**src/rtl/sram_pkg.sv**
```systemverilog
// Shared types and helpers for the multi-port synchronous SRAM.
//   sram_state_e : clear sequencer state (CLEAR, READY)
//   BYTE_W       : bits per byte-enable lane
//   merge_be()   : byte-lane merge of a new word over an old word
package sram_pkg;

   localparam int unsigned BYTE_W  = 8;
   // Widest word merge_be() handles; callers zero-extend and truncate around it.
   localparam int unsigned MERGE_W = 256;
   localparam int unsigned MERGE_B = MERGE_W / BYTE_W;

   typedef enum logic {
      CLEAR = 1'b0,
      READY = 1'b1
   } sram_state_e;

   // Take new_w bytes where be is set, old_w bytes elsewhere.
   function automatic logic [MERGE_W-1:0] merge_be(input logic [MERGE_W-1:0] old_w,
                                                   input logic [MERGE_W-1:0] new_w,
                                                   input logic [MERGE_B-1:0] be);
      logic [MERGE_W-1:0] res;
      res = old_w;
      for (int i = 0; i < int'(MERGE_B); i++) begin
         if (be[i]) res[i*BYTE_W +: BYTE_W] = new_w[i*BYTE_W +: BYTE_W];
      end
      return res;
   endfunction

endpackage

```
**src/rtl/sram_clear_seq.sv**
```systemverilog
// Clear sequencer: walks every entry once after reset or clear_req.
//   clk, rst_n  : clock, async active-low reset
//   clear_req   : request a new clear pass (honoured only in READY)
//   clear_we    : high while a clear write is issued this cycle
//   clear_addr  : entry being cleared this cycle
//   busy        : high while clearing
module sram_clear_seq
   import sram_pkg::*;
#(
   parameter  int unsigned DEPTH  = 32,
   localparam int unsigned ADDR_W = $clog2(DEPTH)
) (
   input  logic              clk,
   input  logic              rst_n,
   input  logic              clear_req,
   output logic              clear_we,
   output logic [ADDR_W-1:0] clear_addr,
   output logic              busy
);

   sram_state_e       state;
   logic [ADDR_W-1:0] clear_ptr;

   // State, pointer and busy flag; pointer wraps to 0 on its own after DEPTH-1.
   always_ff @(posedge clk or negedge rst_n) begin
      if (!rst_n) begin
         state     <= CLEAR;
         clear_ptr <= '0;
         busy      <= 1'b1;
      end else begin
         case (state)
            CLEAR: begin
               clear_ptr <= clear_ptr + ADDR_W'(1);
               if (clear_ptr == ADDR_W'(DEPTH - 1)) begin
                  state <= READY;
                  busy  <= 1'b0;
               end
            end
            READY: begin
               if (clear_req) begin
                  state     <= CLEAR;
                  clear_ptr <= '0;
                  busy      <= 1'b1;
               end
            end
            default: begin
               state     <= CLEAR;
               clear_ptr <= '0;
               busy      <= 1'b1;
            end
         endcase
      end
   end

   assign clear_we   = (state == CLEAR);
   assign clear_addr = clear_ptr;

endmodule

```
**src/rtl/sync_sram_mp.sv**
```systemverilog
// DEPTH x DATA_W synchronous SRAM, one byte-enabled write port, NUM_RD read ports.
//   clk, rst_n                       : clock, async active-low reset
//   chip_enable, wr_en/addr/data/be  : normal write port
//   rd_en, rd_addr, rd_data          : packed read ports, 1-cycle registered data
//   init_en/we/addr/data             : loader port, overrides normal traffic
//   clear_req, busy                  : re-run clear, clearing in progress
//   wr_drop                          : pulse after a discarded normal write
module sync_sram_mp
   import sram_pkg::*;
#(
   parameter  int unsigned       DATA_W      = 32,
   parameter  int unsigned       DEPTH       = 32,
   localparam int unsigned       ADDR_W      = $clog2(DEPTH),
   parameter  int unsigned       NUM_RD      = 2,
   parameter  bit                WRITE_FIRST = 1'b1,
   parameter  logic [DATA_W-1:0] CLEAR_VAL   = '0
) (
   input  logic                       clk,
   input  logic                       rst_n,
   input  logic                       chip_enable,
   input  logic                       wr_en,
   input  logic [ADDR_W-1:0]          wr_addr,
   input  logic [DATA_W-1:0]          wr_data,
   input  logic [DATA_W/8-1:0]        wr_be,
   input  logic [NUM_RD-1:0]          rd_en,
   input  logic [NUM_RD*ADDR_W-1:0]   rd_addr,
   output logic [NUM_RD*DATA_W-1:0]   rd_data,
   input  logic                       init_en,
   input  logic                       init_we,
   input  logic [ADDR_W-1:0]          init_addr,
   input  logic [DATA_W-1:0]          init_data,
   input  logic                       clear_req,
   output logic                       busy,
   output logic                       wr_drop
);

   logic [DATA_W-1:0] mem [DEPTH];
   logic              clear_we;
   logic [ADDR_W-1:0] clear_addr;
   logic              norm_act_c;
   logic              wr_act_c;
   logic [DATA_W-1:0] merged_c;

   sram_clear_seq #(.DEPTH(DEPTH)) u_clear_seq (
      .clk        (clk),
      .rst_n      (rst_n),
      .clear_req  (clear_req),
      .clear_we   (clear_we),
      .clear_addr (clear_addr),
      .busy       (busy)
   );

   // Normal ports act only in READY with no clear request and no init mode.
   assign norm_act_c = ~busy & ~clear_req & ~init_en & chip_enable;
   assign wr_act_c   = norm_act_c & wr_en;
   assign merged_c   = DATA_W'(merge_be(MERGE_W'(mem[wr_addr]), MERGE_W'(wr_data),
                                        MERGE_B'(wr_be)));

   // Array write port: clear, then loader, then normal write.
   always_ff @(posedge clk) begin
      if (clear_we) begin
         mem[clear_addr] <= CLEAR_VAL;
      end else if (!clear_req && init_en) begin
         if (init_we) mem[init_addr] <= init_data;
      end else if (wr_act_c) begin
         mem[wr_addr] <= merged_c;
      end
   end

   // A normal write arriving while clearing, on clear_req, or in init mode is lost.
   always_ff @(posedge clk or negedge rst_n) begin
      if (!rst_n) wr_drop <= 1'b0;
      else        wr_drop <= chip_enable & wr_en & (busy | clear_req | init_en);
   end

   for (genvar p = 0; p < int'(NUM_RD); p++) begin : g_rd
      logic [ADDR_W-1:0] addr_c;
      logic [DATA_W-1:0] rd_q;
      logic              bypass_c;

      assign addr_c   = rd_addr[p*ADDR_W +: ADDR_W];
      assign bypass_c = WRITE_FIRST && wr_act_c && (addr_c == wr_addr);

      always_ff @(posedge clk or negedge rst_n) begin
         if (!rst_n) begin
            rd_q <= '0;
         end else if (norm_act_c && rd_en[p]) begin
            rd_q <= bypass_c ? merged_c : mem[addr_c];
         end
      end

      assign rd_data[p*DATA_W +: DATA_W] = rd_q;
   end

endmodule

```
**config.mk**
```make
export PLATFORM = sky130hd
export DESIGN_NAME = sync_sram_mp
export DESIGN_NICKNAME = d
export VERILOG_FILES = /design/src/rtl/sram_pkg.sv /design/src/rtl/sram_clear_seq.sv /design/src/rtl/sync_sram_mp.sv
export SDC_FILE = /design/constraint.sdc
export NUM_CORES = 2
export LEC_CHECK = 0
export BUFFER_PORTS_ARGS = -buffer_cell sky130_fd_sc_hd__buf_2
export CAP_MARGIN = 10
export CORE_MARGIN = 2
export CORE_UTILIZATION = 30
export DETAILED_ROUTE_END_ITERATION = 8
export HOLD_SLACK_MARGIN = 0.05
export SYNTH_ARGS = -nofsm -noshare
export SYNTH_HDL_FRONTEND = slang
export SYNTH_SLANG_ARGS = --single-unit
```
**constraint.sdc**
```tcl
create_clock -name clk -period 4.25 [get_ports clk]
set_clock_uncertainty 0.15 [all_clocks]
set_input_delay 1.275 -clock clk [delete_from_list [all_inputs] [get_ports clk]]
set_output_delay 1.275 -clock clk [all_outputs]
set_load 0.02 [all_outputs]
```
==> reports/qor.yml <==
die:
  floorplan.core_area_um2: 200000
  initial_core_util_pct: 30.2
  floorplan.die_area_um2: 205000
  floorplan_row_count: 164
  chipHeight_um: 453
  io_pins: 163
  dieWidth_um: 453
place:
  routabilityCongestion: 0.891
  dpl-instance-area_um2: 67500
  post-dp-hpwl_mm: 147
  worst_slack_placed_ns: -0.0132
  placement.io_buffers: 162
sta:
  final_critical_period_ns: 3.53
  tightestPinTransition_ns: 1.20
  slew_headroom_pct: 20.0
  finalMaxSlewViolations: 0
  layout_worst_path_cycle_share_pct: 83.2
  timing.final.ws_setup_ns: 0.716
  achievable-frequency_mhz: 283
  final-hold-violation-count: 0
  rsz0062_at_grt: "no"
  timing.final.setup_violations: 0
  fin_worst_hold_slack_ns: 0.351
drt:
  antenna_violating_nets_post_route: 0
  drc: 0
  firstDrtPassIters: 5
  drt_total_wl_mm: 227
  count_of_vias_placed_by_the_detailed_router: 40900
  viasPerCell: 6.04
  first_iter_violations: 5331
  route.detailed.wl_per_inst_um: 33.5
logic_synthesis:
  synthesized_flop_and_latch_total: 1096
  yosysWarningCount: 0
  post_synth.cell_area_avg_um2: 16.3
  synth-simple-area-share_pct: 2.66
  mappedNetlistNets: 3812
  synthArstFlopShare_pct: 6.57
  synth.largest_area_cell: "edfxtp_1"
  post_synth_most_frequent_cells: "1024 x edfxtp_1, 623 x mux2i_1, 520 x mux4_2"
  synth-compound-area-share_pct: 7.67
  synth_largest_type_area_fraction_pct: 50.9
  synth-edff-count: 1024
  synth.cell_area_um2: 60500
  synth_seq_area_share_pct: 53.8
  synth_cell_type_count: 63
  synth_top_cells_by_area: "edfxtp_1 51%, mux4_2 19%, mux2i_1 10%"
  synth_xor_area_share_pct: 0.145
  largest_family_of_logic_cells_by_synthesized_area: "multiplexers"
  postSynthCellCount: 3713
  yosys.cell_count.top_type: "edfxtp_1"
  synth.area.mux_share_pct: 32.4
  synth_ff_type: "edfxtp_1"
  synth_adder_area_share_pct: 0.0414
min_path:
  min_path_type: "reg -> reg"
  min_from: "u_clear_seq.clear_addr[3]$_DFFE_PN0P_"
  number_of_cells_traversed_by_the_worst_hold_path: 1
  endpoint_of_the_worst_hold_path: "u_clear_seq.clear_addr[3]$_DFFE_PN0P_"
worst_setup_path:
  timing.critical_path.slowest_stage_cell: "buf_4"
  critPathMaxStageDelay_ns: 0.46
  critical-path-top-delay-family: "buffers and inverters"
  reg2reg_slack_ns: 0.88
  path_cells: "buf_2, buf_4, nor2b_4, buf_4, a221oi_1, o22ai_1, o31a_1, o21ai_1, buf_4"
  worst_r2r_startpoint: "u_clear_seq.state$_DFF_PN0_"
  setup.worst_path.class: "in -> reg"
  crit_path_start: "wr_addr[1]"
  critical_path.startpoint_type: "input port"
  r2r.worst_path.cells: 7
  required_ns: 4.56
  crit_path_frequent_cell: "buf_4"
  worst-path-max-fanout: 32
  end_kind: "register"
  worst-path-buf-inv: 4
  worstReg2RegEnd: "mem[12][30]$_DFFE_PP_"
  worstPathArrival_ns: 3.84
clock_network:
  cts-resized-gates: 0
  cts.hold.buffers_added: 0
  cts_root_buffer: "clkbuf_16"
  cts_post_setup_buffers_inserted: 0
  clock_tree_from_tritoncts: "done"
  cts_max_path_buffers: 3
  clk-insertion-delay-late_ns: 0.77
  cts_max_level: 3
  clock_slew_at_the_register_clock_pins_of_the_worst_setup_and_hold_paths_ns: 0.06
  cts_num_sinks: 1096
  cts_buffers: 117
power_and_ir_drop:
  power.share.combinational_pct: 23.1
  power.net_switching_mw: 10.0
  power_per_cell_area_nw_per_um2: 450
  p_leak_nw: 25.2
  peakVddDrop_v: 0.000344
  power.sequential.fraction_pct: 44.1
  power_frac_clock_pct: 32.8
  p_int_mw: 22.1
  power.share.switching_pct: 31.1
global_routing:
  grt-ovfl-total: 0
  grt_pass1_vias: 41000
  wire_length_of_the_first_global_routing_pass_mm: 317
  globalRouteTotalUtil_pct: 21.7
  antenna_violations_before_repair: 8
  grt_start_max_net_pins: 56
cells_and_area:
  n_fill_cell: 18700
  final-seq-area_um2: 32600
  finish.instance_area_um2: 71400
  post_route_cells_drive_above_1_share_pct: 35.3
  syn2layout_area_growth_pct: 18.1
  finalNetCount: 4109
  area_of_the_multi_input_gates_um2: 26400
job:
  maxCapViolCount: 0
run_status:
  status: "complete, no violations"
[metrics by stage]
step | std cells | util [%] | TNS (ns) | power [mW]
after global placement | 6547 | 33.7 | 0 | 21.6
after detailed placement | 6547 | 33.7 | -0.414 | 21.7
after global routing | 6769 | 35.7 | 0 | 33.0
final | 6771 | 35.7 | 0 | 32.1
after floorplan | 3713 | - | -109.88 | 17.9
after CTS | 6767 | 35.7 | 0 | 32.2
[power by group through the flow]
stage | sequential [mW] | combinational [mW] | clock, mW
floorplan | 14.3 | 3.64 | 0
global placement | 14.3 | 7.28 | 0
detailed placement | 14.4 | 7.31 | 0
CTS | 14.2 | 7.34 | 10.6
global route | 14.3 | 7.66 | 11.1
finish | 14.2 | 7.41 | 10.5
[registers in the layout, summed over array words and instances, names as in the netlist]
name                    flops
mem                      1024
g_rd.rd_q                  64
wr_drop                     1
u_clear_seq.busy            1
u_clear_seq.state           1
u_clear_seq.clear_addr      5
[kinds of logic after synthesis]
group / Yosys count
muxes: 1282
DFF: 1096
AOI/OAI and AO/OA: 669
buffers and inverters: 339
and+or+nand+nor: 315
xor gates and xnor gates: 10
adders and majority gates: 2
[worst max path at each step]
stage	endpoint	slack (ns)	cells after the start
CTS	mem[13][17]$_DFFE_PP_	0.78	8
global placement	mem[22][17]$_DFFE_PP_	0.02	8
floorplan	mem[10][0]$_DFFE_PP_	-0.42	7
detailed placement	mem[20][17]$_DFFE_PP_	-0.01	8
global route	mem[25][17]$_DFFE_PP_	0.50	8
finish	mem[14][30]$_DFFE_PP_	0.72	9
[cells in the final DEF, fill, tap and decap left out, types with 39 or more instances in the layout]
cell type / instances
buf_2: 151
buf_12: 139
buf_4: 217
a22oi_1: 176
o22ai_1: 101
o21ai_1: 51
a22o_1: 49
edfxtp_1: 1024
clkbuf_16: 120
mux2_2: 133
a21oi_1: 128
dfrtp_1: 71
nand2_1: 97
mux2i_1: 623
nor2_1: 39
mux4_2: 520
[area by class of cell]
cell class              count  area share [%]
clock buffers             151            4.42
diodes                      4          0.0140
multi-input cells        2278            36.9
clock inverters            69            1.04
repair buffers            514            7.37
flip-flops and latches   1096            45.6
inverters                   3          0.0158
well taps                2656            4.65
[metal layers]
layer,up-vias,routed length (um),track usage [%]
met5,-,60,0
met4,10,16200,13.9
met3,630,21900,4.20
met2,2618,105000,34.2
met1,21300,83800,27.2
li1,16300,-,-
Power figures use the tool's default switching activity.
